--- config.mk ---
export PLATFORM = sky130hd
export DESIGN_NAME = adder_sequencer
export DESIGN_NICKNAME = d
export VERILOG_FILES = /design/src/rtl/adder_sequencer_pkg.sv /design/src/rtl/eight_bit_adder.sv /design/src/rtl/adder_sequencer.sv
export SDC_FILE = /design/constraint.sdc
export NUM_CORES = 1
export LEC_CHECK = 0
export ABC_CLOCK_PERIOD_IN_PS = 3600
export BUFFER_PORTS_ARGS = -buffer_cell sky130_fd_sc_hd__buf_2
export CORE_MARGIN = 5
export CORE_UTILIZATION = 55
export CTS_CLUSTER_SIZE = 10
export DETAILED_ROUTE_END_ITERATION = 8
export GPL_ROUTABILITY_DRIVEN = 0
export PLACE_DENSITY = 0.8
export SYNTH_ARGS = -nofsm -noshare
export SYNTH_HDL_FRONTEND = slang
export SYNTH_SLANG_ARGS = --single-unit
--- constraint.sdc ---
create_clock -name clk -period 3.6 [get_ports clk]
set_input_delay 0.36 -clock clk [delete_from_list [all_inputs] [get_ports clk]]
set_output_delay 0.36 -clock clk [all_outputs]
set_load 0.005 [all_outputs]
--- src/rtl/adder_sequencer_pkg.sv ---
// Shared constants and state encoding for the byte-serial adder sequencer.
package adder_sequencer_pkg;

    localparam int BYTE_W = 8;

    typedef enum logic [1:0] {
        ST_IDLE = 2'd0,
        ST_RUN  = 2'd1,
        ST_DONE = 2'd2
    } state_e;

endpackage

--- src/rtl/eight_bit_adder.sv ---
// Byte-wide ripple adder used as the single datapath element of the sequencer.
module eight_bit_adder (
    input  logic [7:0] a,
    input  logic [7:0] b,
    input  logic       ci,
    output logic [7:0] s,
    output logic       co
);

    // Plain 8-bit add with carry in and carry out.
    assign {co, s} = 9'(a) + 9'(b) + 9'(ci);

endmodule

--- src/rtl/adder_sequencer.sv ---
// Byte-serial adder/subtractor: one byte per clock through a single 8-bit
// adder, LSB byte first, with a valid/ready handshake on both sides.
//
// state   | meaning
// --------+-----------------------------------------------------------
// ST_IDLE | waiting for an operation, start_ready=1
// ST_RUN  | adding byte[idx_q] each clock, carry kept in carry_q
// ST_DONE | result/cout/ovf held with res_valid=1 until res_ready
module adder_sequencer
    import adder_sequencer_pkg::*;
#(
    parameter int NBYTES = 4
) (
    input  logic                    clk,
    input  logic                    rst_n,
    input  logic                    start_valid,
    output logic                    start_ready,
    input  logic [8*NBYTES-1:0]     op_a,
    input  logic [8*NBYTES-1:0]     op_b,
    input  logic                    cin,
    input  logic                    sub,
    output logic                    res_valid,
    input  logic                    res_ready,
    output logic [8*NBYTES-1:0]     result,
    output logic                    cout,
    output logic                    ovf
);

    localparam int W     = BYTE_W * NBYTES;
    localparam int IDX_W = $clog2(NBYTES);
    localparam logic [IDX_W-1:0] IDX_LAST = IDX_W'(NBYTES - 1);

    state_e             state_q, state_d;
    logic [IDX_W-1:0]   idx_q, idx_d;
    logic               carry_q, carry_d;
    logic [W-1:0]       op_a_q, op_a_d;
    logic [W-1:0]       op_b_q, op_b_d;
    logic [W-1:0]       result_q, result_d;
    logic               cout_q, cout_d;
    logic               ovf_q, ovf_d;
    logic               start_ready_q, start_ready_d;
    logic               res_valid_q, res_valid_d;

    logic [BYTE_W-1:0]  add_a, add_b, add_s;
    logic               add_co;

    // Select the operand bytes addressed by the byte index.
    always_comb begin
        add_a = op_a_q[int'(idx_q)*BYTE_W +: BYTE_W];
        add_b = op_b_q[int'(idx_q)*BYTE_W +: BYTE_W];
    end

    eight_bit_adder u_adder (
        .a  (add_a),
        .b  (add_b),
        .ci (carry_q),
        .s  (add_s),
        .co (add_co)
    );

    // Next-state logic; subtraction is folded into the operand capture so
    // RUN never needs to know the operation.
    always_comb begin
        state_d  = state_q;
        idx_d    = idx_q;
        carry_d  = carry_q;
        op_a_d   = op_a_q;
        op_b_d   = op_b_q;
        result_d = result_q;
        cout_d   = cout_q;
        ovf_d    = ovf_q;
        case (state_q)
            ST_IDLE: begin
                if (start_valid && start_ready_q) begin
                    op_a_d  = op_a;
                    op_b_d  = sub ? ~op_b : op_b;
                    carry_d = sub ? 1'b1 : cin;
                    idx_d   = '0;
                    state_d = ST_RUN;
                end
            end
            ST_RUN: begin
                result_d[int'(idx_q)*BYTE_W +: BYTE_W] = add_s;
                carry_d = add_co;
                if (idx_q == IDX_LAST) begin
                    idx_d   = '0;
                    state_d = ST_DONE;
                    cout_d  = add_co;
                    ovf_d   = (op_a_q[W-1] == op_b_q[W-1]) &&
                              (add_s[BYTE_W-1] != op_a_q[W-1]);
                end else begin
                    idx_d = idx_q + 1'b1;
                end
            end
            ST_DONE: begin
                if (res_ready) begin
                    state_d = ST_IDLE;
                end
            end
            default: state_d = ST_IDLE;
        endcase
        start_ready_d = (state_d == ST_IDLE);
        res_valid_d   = (state_d == ST_DONE);
    end

    // State and datapath registers with synchronous active-low reset.
    always_ff @(posedge clk) begin
        if (!rst_n) begin
            state_q       <= ST_IDLE;
            idx_q         <= '0;
            carry_q       <= 1'b0;
            op_a_q        <= '0;
            op_b_q        <= '0;
            result_q      <= '0;
            cout_q        <= 1'b0;
            ovf_q         <= 1'b0;
            start_ready_q <= 1'b1;
            res_valid_q   <= 1'b0;
        end else begin
            state_q       <= state_d;
            idx_q         <= idx_d;
            carry_q       <= carry_d;
            op_a_q        <= op_a_d;
            op_b_q        <= op_b_d;
            result_q      <= result_d;
            cout_q        <= cout_d;
            ovf_q         <= ovf_d;
            start_ready_q <= start_ready_d;
            res_valid_q   <= res_valid_d;
        end
    end

    assign start_ready = start_ready_q;
    assign res_valid   = res_valid_q;
    assign result      = result_q;
    assign cout        = cout_q;
    assign ovf         = ovf_q;

endmodule

; Yosys cells after proc, flatten, opt, wreduce, memory -nomap -nowiden
; Cells that the tools add are included.
[totals]
reg_bits = 105
elab_cells = 46
inputBits = 70
[classes]
n_shift = 4
eq_ne = 7
bitwise = 1
add_sub_neg = 4
n_reduce_logical = 8
muxes = 12
[ops]
columns = cell, count
row1 = 32-bit by 6-bit variable part select with 8-bit output, 2
row2 = 5-bit negator with 33-bit output, 1
row3 = "8-bit by 33-bit variable shift with 32-bit output, first input constant", 1
row4 = 8-bit by 33-bit variable part select with 32-bit output, 1
row5 = 32-bit bitwise mux, 1
row6 = 32-bit two-way mux, 1
row7 = 32-bit NOT, 1
row8 = 2-bit two-way mux, 5
row9 = 8-bit by 8-bit adder with 9-bit output, 1
row10 = 9-bit by 1-bit adder with 9-bit output, 1
row11 = "2-bit == test, second input constant", 3
row12 = 2-bit one-hot mux with 3 select lines, 1
row13 = 2-bit AND reduction, 3
row14 = 2-bit zero test, 2
row15 = 2-bit one-hot mux with 2 select lines, 1
row16 = "2-bit by 1-bit adder with 2-bit output, second input constant", 1
row17 = "2-bit by 1-bit == test with 1-bit output, second input constant", 1
row18 = 1-bit logical AND, 2
row19 = 1-bit two-way mux, 2
row20 = "2-bit != test, second input constant", 1
row21 = 1-bit one-hot mux with 2 select lines, 1
row22 = 2-bit nonzero test, 1
row23 = 1-bit == test, 1
row24 = 1-bit != test, 1

; Depth between registers and ports, before layout
; Gate-level depths: netlist (run 1).
[logic_depth]
word_depth = 5
ltp_mapped = 11
mapped_depth_nobuf = 9

; Modules after synthesis
; From an unflattened synthesis (run 1), not the netlist that was laid out.
[hier_totals]
hier_cells = 490
hier_area_um2 = 4754.6
[by_module_without_submodules]
columns = mod, cells_per_inst, instances, area_per_inst_um2
row1 = adder_sequencer, 450, 1, 4423.0
row2 = eight_bit_adder, 40, 1, 331.6

; Least setup slack after synthesis (run 1)
; Ideal clock, no wire load.
[synth_timing]
kind = register -> register
from = register idx_q[0]
to = register result_q[12], in the netlist result[12]
setup_slack_ps = 718
arrival_ps = 2767
required_time_ps = 3485
synth_period_minus_slack_ps = 2882
path_stages_with_launch = 11
path_cell_list = dfxtp_1 buf_2 mux4_2 fa_1 inv_1 fa_1 nand2b_1 a21boi_0 o21ai_0 o21ai_0 and2_1
[synth_via]
elab_chain_len = 5
word_cells_on_any_way = 8
classes_between = 3 x add/sub / 4 x shift / 1 x mux
[synth_rtl]
columns = element, line_no
row1 = "start, declared", adder_sequencer.sv:34  ; logic [IDX_W-1:0] idx_q, idx_d;
row2 = "start signal, assigned", adder_sequencer.sv:121  ; idx_q <= idx_d;
row3 = "32-bit by 6-bit variable part select with 8-bit output, on equally long branches", "adder_sequencer.sv:49, adder_sequencer.sv:50"
row4 = 8-bit by 8-bit adder with 9-bit output, eight_bit_adder.sv:11  ; assign {co, s} = 9'(a) + 9'(b) + 9'(ci);
row5 = 9-bit by 1-bit adder with 9-bit output, eight_bit_adder.sv:11
row6 = 8-bit by 33-bit variable part select with 32-bit output, adder_sequencer.sv:83  ; result_d[int'(idx_q)*BYTE_W +: BYTE_W] = add_s;
row7 = 32-bit bitwise mux *, adder_sequencer.sv:83
row8 = "end signal, assigned", adder_sequencer.sv:125  ; result_q <= result_d;
row9 = "end, declared", adder_sequencer.sv:38  ; logic [W-1:0] result_q, result_d;
; Every way passes the cells marked *; elsewhere a longest branch is shown, timed or not.
; A chain may end at the register's enable or synchronous reset.

; Worst setup path after layout (run 1)
[layout_timing]
from = register idx_q[0]
to = register result_q[7], in the netlist result[7]
; Same word-level chain as after synthesis.

==> results of run 1 <==
-- routing by layer --
layer  track usage  wire (um)  share of wire
met5             0          0              0
met4        0.0712        269          0.022
met3        0.0401        636          0.053
met2         0.343       5740           0.48
met1         0.279       5310           0.44
-- sequential cells by signal, indices dropped and copies added, names as in the netlist, 2 cells and up --
name     cells
idx_q        2
op_a_q      32
op_b_q      32
result      32
state_q      2
-- critical path, cell delays in order (launching register included) --
cell	delay, ps
dfxtp_1	660
buf_12	230
mux4_2	510
ha_1	390
a21oi_1	290
a21boi_0	170
a211oi_2	570
a22oi_1	160
nor2b_1	160
-- path summary, 6_finish.rpt --
check	start	to	depth (start not counted)
setup / recovery	idx_q[0]	result[7]	8
hold / removal	op_a[16]	op_a_q[16]	3
setup reg to reg	idx_q[0]	result[7]	8
hold reg to reg	op_a_q[13]	op_a_q[13]	2
-- area by class of cell --
type,count,share of cell area
multi-input combinational,387,0.474
sequential,105,0.357
timing repair buffer,111,0.101
tap,111,0.0236
clock buffer,10,0.0217
clock inverter,6,0.0157
inverter,9,0.00574
-- cells in the final DEF (no fill, tap or decap), types with 4 or more instances in the layout --
cell type	count
o21a_1	4
nand2b_1	4
xnor2_1	34
nand2_1	114
a21oi_1	4
dfxtp_1	105
o21ai_0	16
inv_1	9
nor2_1	12
buf_4	4
ha_1	13
mux4_2	16
a21boi_0	36
a22oi_1	20
o211a_1	33
and2_1	12
nor2b_1	22
buf_2	105
o21ai_1	4
clkbuf_8	9
-- per-stage QoR --
step | power [mW] | cells | setup WS (ps) | hold slack, ps | area (um2)
CTS | 2.61 | 739 | 397 | 224 | 5880
detailed placement | 1.83 | 723 | 477 | 458 | 5660
global placement | 1.81 | 723 | 599 | 449 | 5660
global route | 2.72 | 739 | 117 | 231 | 5880
finish | 2.61 | 739 | 376 | 238 | 5880
floorplan | 1.67 | 537 | 718 | 440 | 5090
-- power by group --
part / internal, mW / switching (mW)
Sequential: 1.24 / 0.0520
Clock: 0.395 / 0.402
Combinational: 0.232 / 0.287
Total: 1.86 / 0.741
-- kinds of logic after synthesis --
logic type / Yosys count / share of synthesized area
muxes: 16 / 0.0708
DFF: 105 / 0.413
xor gates and xnor gates: 34 / 0.0585
adders and majority gates: 15 / 0.0398
and+or+nand+nor: 192 / 0.179
AOI/OAI and AO/OA: 130 / 0.200
buffers and inverters: 45 / 0.0396
==> run_results.csv, run 1 <==
group,metric,value,unit
synth,synth_seq_cells,105,
timing,fin_tns_setup,0,ps
synth,synth_nets,622,
worst_setup_path,worst_path_arrival_time,3520,ps
layout,ff_latch_area,2100,um2
detailed_routing,drt_wl_total,12000,um
placed_design,io_buffers,105,
synth,syn-mean-instance-area,9.48,um2
cts,cts-root-buf,"clkbuf_8",
detailed_routing,drc,0,
synth,synth.yosys.seq_area_share,0.413,
layout,finish.utilization,0.643,
global_route,first_global_vias,4005,
die,die_y,106,um
timing,fmax,310,MHz
layout,area_delta_synth_final,15.5,%
die,placementRows,35,
synth,netlist_top_cells_count,"114 x nand2_1, 105 x dfxtp_1, 36 x a21boi_0",
die,ioPinCount,106,
timing,skew,7.40,ps
cts,clkLatencyLatePin,360,ps
layout,fillerInstances,760,
synth,synth_flop_cell,"dfxtp_1",
die,die_x,106,um
synth,top_cells_by_area_in_the_synthesized_netlist,"dfxtp_1 41%, nand2_1 8.4%, mux4_2 7.1%",
timing,grt_setup_unrepaired,"false",
timing,timing.max_slew.rel_slack,0.412,
detailed_routing,detail-route-antenna-nets,0,
global_route,grtUsageTotal,0.210,
cts,numClockSinks,105,
cts,clk_pin_slew_worst_paths,100,ps
global_route,globalRouteOverflowTotal,0,
timing,timing.final.crit_share,0.896,
timing,worst-slew-pin-transition,882,ps
cts,cts.repair.resized,0,
synth,synth_warnings,0,
layout,antenna_cells,0,
cts,cts-htree-levels,3,
layout,layout-drive-gt1-share,0.245,
global_route,grt_start_max_net_pins,54,
cts,postCtsSetupRepairBufs,0,
synth,fraction_of_post_synthesis_cell_area_in_the_top_cell_type_by_area,0.413,
die,core_region_area,9150,um2
detailed_routing,route.detailed.wl_per_inst,16.2,um
layout,area_of_combinational_cells_with_multiple_inputs,2790,um2
timing,slew_violations,0,
layout,finalNetCount,708,
detailed_routing,drt-pass1-iter-count,5,
cts,cts.hold.buffers_added,0,
timing,fin_crit,3220,ps
cts,cts_buffers,9,
cts,tritoncts,"done",
global_route,number_of_antenna_violations_at_the_first_check_in_global_routing,0,
pwr,total_leakage_power,2.62,nW
timing,setup_viol_count_final,0,
detailed_routing,first_iter_violations,252,
global_route,grt_first_pass_wirelength,19200,um
worst_setup_path,r2r_slack,380,ps
worst_setup_path,endpoint_kind,"flop",
worst_setup_path,worst-endpoint-required,3890,ps
placed_design,place.detailed.hpwl,8910,um
status,run_status,"finished, final reports clean",
timing,final-hold-violation-count,0,
synth,mappedNetlistArea,5090,um2
die,dieArea,11300,um2
synth,synth.largest_area_cell,"dfxtp_1",
die,initial_core_util,0.556,
worst_setup_path,crit_fanout,16,
synth,post_synth_inst_count,537,
job,reported_max_cap_violation_count,0,
synth,synth_edf_count,0,
worst_setup_path,crit_type,"flop to flop",
worst_setup_path,startpoint_type,"flop",
synth,synth_most_common_cell,"nand2_1",
pwr,power.ir.vdd_worst,0.252,mV
synth,synthArstFlopShare,0,
synth,synth.distinct_cells,46,
detailed_routing,via_count,4201,
hold_path,timing.hold.worst.class,"input pin to flop",
cts,cts.path.max_buffers,2,
detailed_routing,detail_route.vias_per_cell,5.68,
pwr,power-per-cell-area,443,nW/um2
Note: power is estimated with default switching activity, not from simulation.
==> inputs of run 2 (changes only) <==
CELL_PAD_IN_SITES_DETAIL_PLACEMENT = 0   (was not set)
CELL_PAD_IN_SITES_GLOBAL_PLACEMENT = 1   (was not set)
CORE_UTILIZATION = 41   (was 55)
PLACE_DENSITY = 0.79   (was 0.8)
SYNTH_HIERARCHICAL = 1   (was not set)
==> run 2 against run 1 <==
Area after synthesis shrank 6.6%. Final area shrank 3.2%. Sequential share of layout area up 1.2 points. Fmax fell by 3.9%. Largest power group unchanged. Setup slack got worse by 130 ps. Synthesized cell count decreased by 8.8%. Clock skew increased by 13 ps. Via count fell by 8.9%. Combinational power grew 3%. Global-route usage fell by 4.2 points. Non-clock buffer count grew 3. Critical endpoint is now ovf.
==> run_results.csv, run 2 <==
group,metric,value,unit
timing,setup_viol_count_final,0,
detailed_routing,via_count,3826,
worst_setup_path,r2r_start,"idx_q[0]",
die,initial_core_util,0.418,
cts,cts_buffers,9,
synth,top_cells_by_area_in_the_synthesized_netlist,"dfxtp_1 44%, mux4_2 7.6%, xnor2_1 6.3%",
cts,tritoncts,"done",
synth,fraction_of_post_synthesis_cell_area_in_the_top_cell_type_by_area,0.442,
layout,area_delta_synth_final,19.8,%
timing,fin_tns_setup,0,ps
global_route,globalRouteOverflowTotal,0,
timing,fmax,298,MHz
timing,grt_setup_unrepaired,"false",
timing,final-hold-violation-count,0,
synth,synth.largest_area_cell,"dfxtp_1",
synth,mappedNetlistArea,4750,um2
worst_setup_path,buffer_and_inverter_count_on_the_worst_path,1,
global_route,number_of_antenna_violations_at_the_first_check_in_global_routing,0,
timing,timing.final.crit_share,0.932,
layout,antenna_cells,0,
die,ioPinCount,106,
global_route,grt_first_pass_wirelength,19400,um
detailed_routing,drc,0,
timing,timing.max_slew.rel_slack,0.424,
cts,numClockSinks,105,
placed_design,place.detailed.hpwl,8720,um
layout,layout_common_cells,"105 x dfxtp_1, 105 x buf_2, 79 x nand2_1",
layout,finalNetCount,660,
global_route,grtUsageTotal,0.168,
global_route,grt_start_max_net_pins,99,
synth,synth_edf_count,0,
cts,cts-root-buf,"clkbuf_16",
detailed_routing,route.detailed.wl_per_inst,16.4,um
cts,clk_pin_slew_worst_paths,70,ps
timing,fin_hold_ws,257,ps
worst_setup_path,worst-endpoint-required,3800,ps
die,placementRows,39,
die,core_region_area,11400,um2
cts,cts.repair.resized,0,
worst_setup_path,cp_num_cells,9,
placed_design,io_buffers,105,
synth,synth_flop_cell,"dfxtp_1",
worst_setup_path,endpoint_kind,"flop",
detailed_routing,first_iter_violations,264,
placed_design,post_dp_cell_area,5370,um2
detailed_routing,drt-pass1-iter-count,4,
detailed_routing,detail-route-antenna-nets,0,
pwr,total_leakage_power,2.27,nW
layout,instances_no_fill,723,
synth,synth_most_common_cell,"dfxtp_1",
worst_setup_path,r2r_slack,240,ps
synth,synthArstFlopShare,0,
layout,fillerInstances,1085,
pwr,power.ir.vdd_worst,0.339,mV
hold_path,timing.hold.worst.class,"input pin to flop",
worst_setup_path,crit_type,"flop to flop",
cts,clkLatencyLatePin,340,ps
synth,synth.distinct_cells,46,
detailed_routing,drt_wl_total,11900,um
synth,synth_seq_cells,105,
detailed_routing,detail_route.vias_per_cell,5.29,
die,dieArea,13800,um2
cts,cts-htree-levels,3,
layout,layout-drive-gt1-share,0.266,
die,die_y,118,um
synth,synth_nets,575,
worst_setup_path,r2r.worst_path.cells,9,
synth,post_synth_inst_count,490,
timing,fin_crit,3360,ps
worst_setup_path,crit_end,"ovf",
cts,cts.hold.buffers_added,0,
placed_design,dpl.cell_count,707,
synth,netlist_top_cells_count,"105 x dfxtp_1, 79 x nand2_1, 44 x nor2_1",
timing,skew,19.9,ps
worst_setup_path,startpoint_type,"flop",
worst_setup_path,crit_family,"compound AO/OA/AOI/OAI gates",
job,reported_max_cap_violation_count,0,
worst_setup_path,crit_path_start,"idx_q[0]",
worst_setup_path,worst_path_arrival_time,3560,ps
pwr,power-per-cell-area,508,nW/um2
worst_setup_path,worst_r2r_endpoint,"ovf",
synth,synth_warnings,6,
cts,cts.path.max_buffers,2,
cts,postCtsSetupRepairBufs,0,
worst_setup_path,crit_fanout,10,
synth,syn-mean-instance-area,9.70,um2
status,run_status,"finished, final reports clean",
synth,synth.yosys.seq_area_share,0.442,
timing,slew_violations,0,
worst_setup_path,critPathSlowestCell,"dfxtp_1",
global_route,first_global_vias,3753,
timing,worst-slew-pin-transition,863,ps
worst_setup_path,slowest_delay,680,ps
die,die_x,118,um
layout,stdcell_area,5690,um2
worst_setup_path,cp_cell_sequence,"buf_4 -> mux4_2 -> ha_1 -> nand3_1 -> a21o_1 -> o211ai_1 -> and3b_1 -> a211oi_1 -> nor3_1",
-- run 2: changes by cell type after synthesis, moves of 12 or more --
cell      before  now
a21oi_1        4   43
a21boi_0      36    0
nand2_1      114   79
o211a_1       33    0
a211oi_1       1   33
nor2_1        12   44
a22oi_1       20    0
nor2b_1       22    2
a32o_1         0   16
o21ai_0       16    1
and2_1        12    0
-- run 2: stage by stage --
stage               utilization  power (mW)  setup WS, ps
floorplan                     -        1.68           396
global placement          0.472        1.85           382
detailed placement        0.472        1.86           266
CTS                       0.501        2.91           212
global route              0.501        3.02          74.3
finish                    0.501        2.89           244
-- run 2: metal layers --
| layer | wire length (um) | global-route usage | vias up |
|---|---|---|---|
| met5 | 0 | 0 | - |
| met4 | 37 | 0.0237 | 0 |
| met3 | 647 | 0.0384 | 4 |
| met2 | 5490 | 0.264 | 105 |
| met1 | 5700 | 0.242 | 1792 |
| li1 | - | - | 1925 |
-- run 2: how the worst min path moves through the flow --
stage / start / end / slack (ps) / cells past startpoint
after floorplan: op_a_q[16] / op_a_q[16] / 430 / 2
final: op_a[27] / op_a_q[27] / 260 / 3
after CTS: op_a[21] / op_a_q[21] / 260 / 3
after global routing: op_a[6] / op_a_q[6] / 260 / 3
after detailed placement: op_a_q[20] / op_a_q[20] / 440 / 2
after global placement: result[26] / result[26] / 440 / 1
-- run 2: final cells by class --
cell class	count	area, um2	share of cell area
clock buffers	11	243	0.0426
clock inverters	5	86.3	0.0152
inverters	6	22.5	0.00396
multi-input cells	339	2460	0.431
flip-flops and latches	105	2100	0.369
well taps	143	179	0.0314
repair buffers	114	606	0.106
-- run 2: worst reg2reg max path, cell delays in order (launching register included) --
cell      delay [ps]
dfxtp_1          680
buf_4            260
mux4_2           500
ha_1             390
nand3_1          130
a21o_1           190
o211ai_1         540
and3b_1          250
a211oi_1         210
nor3_1            80
-- run 2: kinds of logic after synthesis --
logic type / count (synthesis) / synth area share
compound gates: 123 / 0.188
xor+xnor: 36 / 0.0663
buf+inv: 46 / 0.0445
fa+ha+maj: 15 / 0.0426
flops: 105 / 0.442
mux: 16 / 0.0758
simple gates: 149 / 0.141
-- run 2: where the power goes --
part | internal (mW) | switching (mW) | leakage [nW]
logic | 0.226 | 0.308 | 1.25
clock network | 0.634 | 0.425 | 0.160
registers | 1.24 | 0.0591 | 0.858
